<file path="src/rtl/pilot_interp_3.sv">
// pilot_interp_3: sequential linear interpolator for channel estimation.
// Takes one complex pilot per three subcarriers and emits one estimate per
// subcarrier. The two intermediate points use d*21>>>6 (about d/3) and twice
// that value. The last segment is extrapolated with the final pilot slope.
//
// state | meaning
// ------+-----------------------------------------------------------------
// IDLE  | no symbol in flight, waiting for pilot 0
// WAIT  | base pilot held in a, waiting for the next pilot
// EMIT  | streaming a, a+t1, a+t2 for the current segment
// TAIL  | streaming b, b+t1, b+t2 past the last pilot, reusing the last d
module pilot_interp_3 #(
    parameter int IN_WIDTH   = 16,
    parameter int NUM_PILOTS = 4,
    parameter int IDX_WIDTH  = 4
) (
    input  logic                        clk,
    input  logic                        rst_n,
    input  logic signed [IN_WIDTH-1:0]  pilot_re,
    input  logic signed [IN_WIDTH-1:0]  pilot_im,
    input  logic                        pilot_valid,
    output logic                        pilot_ready,
    output logic signed [IN_WIDTH-1:0]  out_re,
    output logic signed [IN_WIDTH-1:0]  out_im,
    output logic                        out_valid,
    input  logic                        out_ready,
    output logic [IDX_WIDTH-1:0]        out_idx,
    output logic                        out_last
);

    localparam int PCW = $clog2(NUM_PILOTS + 1);
    localparam logic signed [IN_WIDTH+5:0] K21 = (IN_WIDTH + 6)'(21);
    localparam logic signed [IN_WIDTH+1:0] SAT_HI = (IN_WIDTH + 2)'(2 ** (IN_WIDTH - 1) - 1);
    localparam logic signed [IN_WIDTH+1:0] SAT_LO = ~SAT_HI;

    typedef enum logic [1:0] {
        S_IDLE = 2'd0,
        S_WAIT = 2'd1,
        S_EMIT = 2'd2,
        S_TAIL = 2'd3
    } state_t;

    state_t                       state;
    logic signed [IN_WIDTH-1:0]   a_re, a_im, b_re, b_im;
    logic signed [IN_WIDTH:0]     d_re, d_im;
    logic [PCW-1:0]               pcnt;
    logic [1:0]                   phase;

    logic signed [IN_WIDTH:0]     t1_re, t1_im;
    logic signed [IN_WIDTH:0]     dn_re, dn_im;
    logic signed [IN_WIDTH-1:0]   base_re, base_im;
    logic signed [IN_WIDTH-1:0]   nxt_re, nxt_im;

    // floor(d*21/64): the 1/3 step, kept at IN_WIDTH+1 bits
    function automatic logic signed [IN_WIDTH:0] step_third(input logic signed [IN_WIDTH:0] d);
        logic signed [IN_WIDTH+5:0] prod;
        prod = $signed({{5{d[IN_WIDTH]}}, d}) * K21;
        prod = prod >>> 6;
        return prod[IN_WIDTH:0];
    endfunction

    function automatic logic signed [IN_WIDTH-1:0] sat(input logic signed [IN_WIDTH+1:0] x);
        if (x > SAT_HI) begin
            return SAT_HI[IN_WIDTH-1:0];
        end else if (x < SAT_LO) begin
            return SAT_LO[IN_WIDTH-1:0];
        end
        return x[IN_WIDTH-1:0];
    endfunction

    // base + t1 (sel2=0) or base + 2*t1 (sel2=1), saturated
    function automatic logic signed [IN_WIDTH-1:0] interp(
        input logic signed [IN_WIDTH-1:0] base,
        input logic signed [IN_WIDTH:0]   t1,
        input logic                       sel2
    );
        logic signed [IN_WIDTH+1:0] off;
        logic signed [IN_WIDTH+1:0] sum;
        off = sel2 ? {t1, 1'b0} : {t1[IN_WIDTH], t1};
        sum = {{2{base[IN_WIDTH-1]}}, base} + off;
        return sat(sum);
    endfunction

    // next output candidates for the current phase; TAIL extrapolates from b
    always_comb begin
        t1_re   = step_third(d_re);
        t1_im   = step_third(d_im);
        base_re = (state == S_TAIL) ? b_re : a_re;
        base_im = (state == S_TAIL) ? b_im : a_im;
        nxt_re  = interp(base_re, t1_re, phase[0]);
        nxt_im  = interp(base_im, t1_im, phase[0]);
        dn_re   = {pilot_re[IN_WIDTH-1], pilot_re} - {a_re[IN_WIDTH-1], a_re};
        dn_im   = {pilot_im[IN_WIDTH-1], pilot_im} - {a_im[IN_WIDTH-1], a_im};
    end

    assign pilot_ready = (state == S_IDLE) || (state == S_WAIT);
    assign out_last    = out_valid && (state == S_TAIL) && (phase == 2'd2);

    // sequencing FSM with registered datapath and outputs
    always_ff @(posedge clk or negedge rst_n) begin
        if (!rst_n) begin
            state     <= S_IDLE;
            a_re      <= '0;
            a_im      <= '0;
            b_re      <= '0;
            b_im      <= '0;
            d_re      <= '0;
            d_im      <= '0;
            pcnt      <= '0;
            phase     <= '0;
            out_re    <= '0;
            out_im    <= '0;
            out_idx   <= '0;
            out_valid <= 1'b0;
        end else begin
            case (state)
                S_IDLE: begin
                    out_idx <= '0;
                    phase   <= '0;
                    if (pilot_valid) begin
                        a_re  <= pilot_re;
                        a_im  <= pilot_im;
                        pcnt  <= PCW'(1);
                        state <= S_WAIT;
                    end
                end
                S_WAIT: begin
                    if (pilot_valid) begin
                        b_re      <= pilot_re;
                        b_im      <= pilot_im;
                        d_re      <= dn_re;
                        d_im      <= dn_im;
                        pcnt      <= pcnt + 1'b1;
                        out_re    <= a_re;
                        out_im    <= a_im;
                        phase     <= '0;
                        out_valid <= 1'b1;
                        state     <= S_EMIT;
                    end
                end
                S_EMIT: begin
                    if (out_ready) begin
                        out_idx <= out_idx + 1'b1;
                        if (phase != 2'd2) begin
                            out_re <= nxt_re;
                            out_im <= nxt_im;
                            phase  <= phase + 2'd1;
                        end else begin
                            a_re <= b_re;
                            a_im <= b_im;
                            if (pcnt < PCW'(NUM_PILOTS)) begin
                                out_valid <= 1'b0;
                                state     <= S_WAIT;
                            end else begin
                                out_re <= b_re;
                                out_im <= b_im;
                                phase  <= '0;
                                state  <= S_TAIL;
                            end
                        end
                    end
                end
                S_TAIL: begin
                    if (out_ready) begin
                        if (phase != 2'd2) begin
                            out_re  <= nxt_re;
                            out_im  <= nxt_im;
                            phase   <= phase + 2'd1;
                            out_idx <= out_idx + 1'b1;
                        end else begin
                            out_valid <= 1'b0;
                            phase     <= '0;
                            out_idx   <= '0;
                            state     <= S_IDLE;
                        end
                    end
                end
                default: state <= S_IDLE;
            endcase
        end
    end

endmodule
</file>
<file path="config.mk">
export PLATFORM = sky130hd
export DESIGN_NAME = pilot_interp_3
export DESIGN_NICKNAME = d
export VERILOG_FILES = /design/src/rtl/pilot_interp_3.sv
export SDC_FILE = /design/constraint.sdc
export NUM_CORES = 1
export LEC_CHECK = 0
export CAP_MARGIN = 20
export CORE_ASPECT_RATIO = 1.4
export CORE_MARGIN = 2
export CORE_UTILIZATION = 56
export CTS_CLUSTER_SIZE = 14
export DETAILED_ROUTE_END_ITERATION = 8
export PLACE_DENSITY = 0.78
export RECOVER_POWER = 25
export SLEW_MARGIN = 20
export SYNTH_ARGS = -nofsm -noshare
export SYNTH_HDL_FRONTEND = slang
export SYNTH_SLANG_ARGS = --single-unit
</file>
<file path="constraint.sdc">
create_clock -name clk -period 5.4 [get_ports clk]
set_input_delay 0.81 -clock clk [delete_from_list [all_inputs] [get_ports clk]]
set_output_delay 0.81 -clock clk [all_outputs]
set_load 0.03 [all_outputs]
</file>
* Word level (Yosys, flattened, before mapping)
Index checks and enable logic that the tools add are counted.
** Word-level totals
- Register bits :: 142
- Bits of input ports :: 36
- Output and inout bits :: 39
- Logic and storage cells :: 122
** Cells by class
- Add/sub/neg operators :: 7
- Multiply operators :: 2
- $lt $le $gt $ge :: 5
- Equality and inequality tests :: 14
- Muxes and demuxes :: 65
- Reductions and logical operators :: 16
** Operators by type and width (count)
- two-way mux 16 bit :: 28
- one-hot mux 16 bit (3 select lines) :: 2
- one-hot mux 16 bit (2 select lines) :: 2
- multiplier 17 x 6 -> 22 bit, second input constant :: 2
- adder 16 x 17 -> 18 bit :: 2
- greater-than comparator 18 x 16 -> 1 bit, second input constant :: 2
- < comparator 18 x 16 -> 1 bit, second input constant :: 2
- subtractor 16 x 16 -> 17 bit :: 2
- two-way mux 2 bit :: 13
- inequality test 2 bit, second input constant :: 8
- one-hot mux 2 bit (4 select lines) :: 2
- two-way mux 4 bit :: 3
- one-hot mux 4 bit (3 select lines) :: 1
- AND reduction 6 bit :: 2
- two-way mux 1 bit :: 10
- AND reduction 4 bit :: 2
- AND reduction 7 bit :: 1
- == test 2 bit, second input constant :: 3
- two-way mux 3 bit :: 2
- one-hot mux 3 bit (2 select lines) :: 1
- AND reduction 3 bit :: 2
- nonzero test 3 bit :: 2
- adder 4 x 1 -> 4 bit, second input constant :: 1
- nonzero test 2 bit :: 2
- other kinds (11) :: 12

* Logic depth before layout (Yosys ltp)
- Word-level depth :: 10
- Depth in mapped cells :: 26
- Depth with buffers taken out :: 25

* Worst setup path before layout
OpenSTA, ideal clock, no wires.
- Path type :: reg2reg
- Start :: register d_re[5]
- End :: register out_re[3]
- Setup time :: 141 ps
- Arrival :: 5631 ps
- Setup slack :: -372 ps
- Stages on the path, launching flop included :: 26
- Clock period less this slack :: 5772 ps
- Cells stage by stage :: dfrtp_1 > ha_1 > ha_1 > inv_1 > fa_1 > inv_1 > ha_1 > nand4_1 > o2111a_1 > a211oi_1 > o211ai_1 > a31oi_1 > nor2_1 > mux2_2 > a221oi_1 > ha_1 > a21o_1 > a21oi_1 > o21bai_2 > or3_1 > mux2i_4 > o21ai_2 > and2_1 > buf_2 > o221ai_1 > a31oi_1
** On the way
- Cells in the longest elaborated chain, start to end :: 10
- Elaborated cells between the ends (all ways) :: 14
- Those cells by class :: add/sub: 1; mul: 1; order compare: 2; mux: 10
** RTL lines
- start, declared :: line 45 : logic signed [IN_WIDTH:0] d_re, d_im;
- start signal, assigned :: line 131 : d_re <= dn_re;
- multiplier 17 x 6 -> 22 bit (*) :: line 57 : prod = $signed({{5{d[IN_WIDTH]}}, d}) * K21;
- two-way mux 16 bit :: line 79 : off = sel2 ? {t1, 1'b0} : {t1[IN_WIDTH], t1};
- adder 16 x 17 -> 18 bit (*) :: line 80 : sum = {{2{base[IN_WIDTH-1]}}, base} + off;
- < comparator 18 x 16 -> 1 bit :: line 65 : end else if (x < SAT_LO) begin
- two-way mux 1 bit :: line 65
- two-way mux 1 bit :: line 63 : if (x > SAT_HI) begin
- two-way mux 16 bit (*) :: line 68 : return x[IN_WIDTH-1:0];
- two-way mux 16 bit (on tied branches) :: line 165, 144
- two-way mux 16 bit (on tied branches) :: line 164, 142
- one-hot mux 16 bit (3 select lines) (*) :: line 116 : case (state)
- end signal, assigned :: line 134 : out_re <= a_re;
- end signal, assigned :: line 155 : out_re <= b_re;
- end signal, assigned :: line 166 : out_re <= nxt_re;
- end, declared :: line 23 : output logic signed [IN_WIDTH-1:0] out_re,
Every way passes the cells marked *; elsewhere a longest branch is shown, timed or not. The select of a mux whose other input is x is not followed.
A chain may end at the register's enable or synchronous reset.

* Worst setup path in the final report
- Start :: register d_im[9]
- End :: register out_im[6]
** On the way
- Cells in the longest elaborated chain, start to end :: 10
- Elaborated cells between the ends (all ways) :: 14
- Those cells by class :: add/sub: 1; mul: 1; order compare: 2; mux: 10
** RTL lines
- start, declared :: line 45
- start signal, assigned :: line 132 : d_im <= dn_im;
- multiplier 17 x 6 -> 22 bit (*) :: line 57
- two-way mux 16 bit :: line 79
- adder 16 x 17 -> 18 bit (*) :: line 80
- < comparator 18 x 16 -> 1 bit :: line 65
- two-way mux 1 bit :: line 65
- two-way mux 1 bit :: line 63
- two-way mux 16 bit (*) :: line 68
- two-way mux 16 bit (on tied branches) :: line 165, 144
- two-way mux 16 bit (on tied branches) :: line 164, 142
- one-hot mux 16 bit (3 select lines) (*) :: line 116
- end signal, assigned :: line 135 : out_im <= a_im;
- end signal, assigned :: line 156 : out_im <= b_im;
- end signal, assigned :: line 167 : out_im <= nxt_im;
- end, declared :: line 24 : output logic signed [IN_WIDTH-1:0] out_im,
Marks and branches as above.

==> results.toml <==
[floorplan]
start_util_pct = 56.8
fp.dieH_um = 191
dieArea_um2 = 26200
core_area_um2 = 24600
io_pins = 75
die-width_um = 137
placementRows = 68

[drt]
dr_wl_met2_um = 23400
wire_per_inst_um = 20.3
dr.pass1.iters = 6
routed_via_density = 6.25
dr.first_iter.drc_count = 1138
vias = 14300
met3_length_um = 2520
wl_met1_um = 16400
wl_um = 46400
ant_nets = 0
highest_layer = "met4"
drc = 0

[clock_network]
h-tree-depth = 4
clock_path_buffers = 2
clk_latency_ns = 0.45
root_buffer = "clkbuf_16"
cts_tree = "done"
clk_pin_slew_ns = 0.07
cts_sinks = 142
numCtsBuffers = 17

[global_routing]
grt_max_degree = 113
antenna_found_initial = 0
grt-ovfl-total = 0
first_global_vias = 14200
grt_pass1_wl_um = 71600
grt_use_total_pct = 35.4

[sta]
skew_ns = 0.0110
whs_ns = 0.477
slew_viol_final = 93
tightest_slew_ns = 2.63
hold_viol = 0
fin_crit_sh_pct = 109
rsz0062_at_grt = "yes"
setup_viol = 32
relSlewSlack_pct = -75.5
period_needed_ns = 5.86
fin_ws_ns = -0.462
fmax_mhz = 171

[cells_and_area]
final_cells = 2282
antenna_cells = 0
drive_gt1_share_pct = 25.5
finalNetCount = 2183
syn_to_final_growth_pct = 29.7

[logic_synthesis]
synth_cell_types = 88
synth_nets = 1918
syn_area_um2 = 14000
ys.flop_type = "dfrtp_1"
synth.avg_cell_area_um2 = 8.27
synth_edf_count = 0
syn_inst = 1689
ys_warn_count = 0
async_reset_ff_share_pct = 100
ys_ff_latch = 142
ys_seq_area_share_pct = 25.4

[critical_path]
crit_path_end_kind = "flop"
critPathRequiredTime_ns = 5.77
path_max_fanout = 8
crit_type = "reg -> reg"
worst_setup_path_start_kind = "flop"
arrival_ns = 6.23
r2r_slack_ns = -0.46

[job]
max_cap_violations = 1

[worst_hold_path]
hp-class = "reg -> reg"

[run_status]
run_status = "complete, but fails checks"
violations = "max-capacitance violations, max-slew violations, negative setup slack"

[placed_design]
gp_congestion = 0.992
dp.final_hpwl_um = 33500
place_inst = 2218
port-buffer-count = 74
## metal layers
layer | GRT usage (%) | up-vias
met5 | 0 | -
met4 | 28.1 | 0
met3 | 5.30 | 244
met2 | 62.1 | 655
met1 | 37.0 | 6827
li1 | - | 6538
## placed cells by master (no fill, tap or decap), types with 24 or more instances in the layout
cell               n
a21o_1            24
a21oi_1          114
a31oi_1           38
and3_1            27
buf_4            236
clkdlybuf4s50_1   73
dfrtp_1          141
fa_1              32
ha_1             145
inv_1            185
mux2_2            62
nand2_1          151
nand3_1           24
nor2_1           123
nor3_1            36
o21ai_0           86
xnor2_1           39
## Yosys cell counts (5+ instances only)
cell type  count  share of area, %
or2_2          6              0.27
a31oi_1       45               2.0
fa_1          32               4.6
dfrtp_1      142                25
o21bai_1       7              0.38
mux2_2        63               5.1
a21o_1        24               1.3
a22o_1         5              0.31
ha_1         161                14
clkbuf_1      59               1.6
a211o_1        5              0.31
and2_1         8              0.36
a21oi_1      138               4.9
o31ai_1       16              0.86
nand3b_1       7              0.38
buf_1          8              0.21
nor3_1        38               1.4
nand2b_1       5              0.22
xnor2_1       42               2.6
nor2b_1       20              0.90
o21ai_0       98               3.5
or3_1         13              0.58
a22oi_1        5              0.27
nor2_1       135               3.6
a211oi_1      17              0.91
o211ai_1      14              0.75
mux2i_1        5              0.36
o22ai_1        5              0.22
o221ai_2       6              0.64
nand3_1       26              0.93
inv_1        189               5.1
nand4_1        9              0.40
o21a_1        19               1.0
xor2_1        23               1.4
and3_1        29               1.3
o221ai_1       6              0.38
nand2_1      154               4.1
a221oi_1      12              0.75
o21ai_1        8              0.29
## sequential cells by signal (all words and copies together) (netlist names), 2 cells and up
register / count
a_im: 16
a_re: 16
b_im: 16
b_re: 16
d_im: 17
d_re: 17
out_idx: 4
out_im: 16
out_re: 16
pcnt: 3
phase: 2
state: 2
## metrics by stage
step                      util (%)  worst slack (ns)  setup TNS [ns]  cell area [µm²]
after CTS                     72.0            -0.357           -8.76            17700
after global routing          73.7            -0.716          -19.23            18100
after floorplan                  -            -0.181           -3.57            14100
after detailed placement      67.5            -0.552          -14.34            16600
final                         73.7            -0.462          -11.38            18100
after global placement        67.5            -0.443          -10.14            16600
## layout make-up
class | count | area, µm²
multi-input combinational | 1284 | 10300
fill | 1777 | 6460
sequential | 142 | 3550
timing repair buffer | 317 | 2600
inverter | 192 | 721
clock buffer | 18 | 439
tap | 315 | 394
clock inverter | 14 | 155
## path summary, 6_finish.rpt
| check | startpoint | end | cells after the start |
|---|---|---|---|
| max | d_im[9] | out_im[6] | 24 |
| min | pcnt[1] | pcnt[1] | 2 |
| max reg2reg | d_im[9] | out_im[6] | 24 |
| min reg2reg | pcnt[1] | pcnt[1] | 2 |
| max in group asynchronous | rst_n | phase[0] | 2 |
| min in group asynchronous | rst_n | b_im[12] | 1 |
## cells by family after synthesis
family,share of synthesized area (%)
AOI/OAI and AO/OA,23.2
buffers and inverters,7.33
DFF,25.4
muxes,5.60
adders and majority gates,19.0
xor gates and xnor gates,4.07
and+or+nand+nor,15.4
## critical path, stage by stage, from the launching register on
cell and delay, ns:
dfrtp_1 0.38, buf_4 0.14, ha_1 0.26, ha_1 0.27, inv_1 0.05, fa_1 0.54, inv_1 0.06, ha_1 0.32
and3_4 0.20, buf_4 0.13, a311oi_4 0.33, a21oi_2 0.12, or2_2 0.32, o31ai_1 0.30, a21oi_2 0.10, ha_1 0.33
a21oi_2 0.17, and2_4 0.17, nand4_1 0.18, nand3_1 0.16, nand4_1 0.19, a2111oi_4 0.53, buf_6 0.22, o221ai_2 0.12
a21oi_1 0.17
## what timing repair did
item,4_1_cts,5_1_grt
hold buffers,0,0
endpoints found under the setup margin,32,32
buffers inserted,20,11
gates resized for setup,70,68
pin swaps,82,44
cloned,1,1
Power is left out: the tool's default activity adds up to more than one toggle a clock period on the data nets, which glitch-free logic cannot reach.
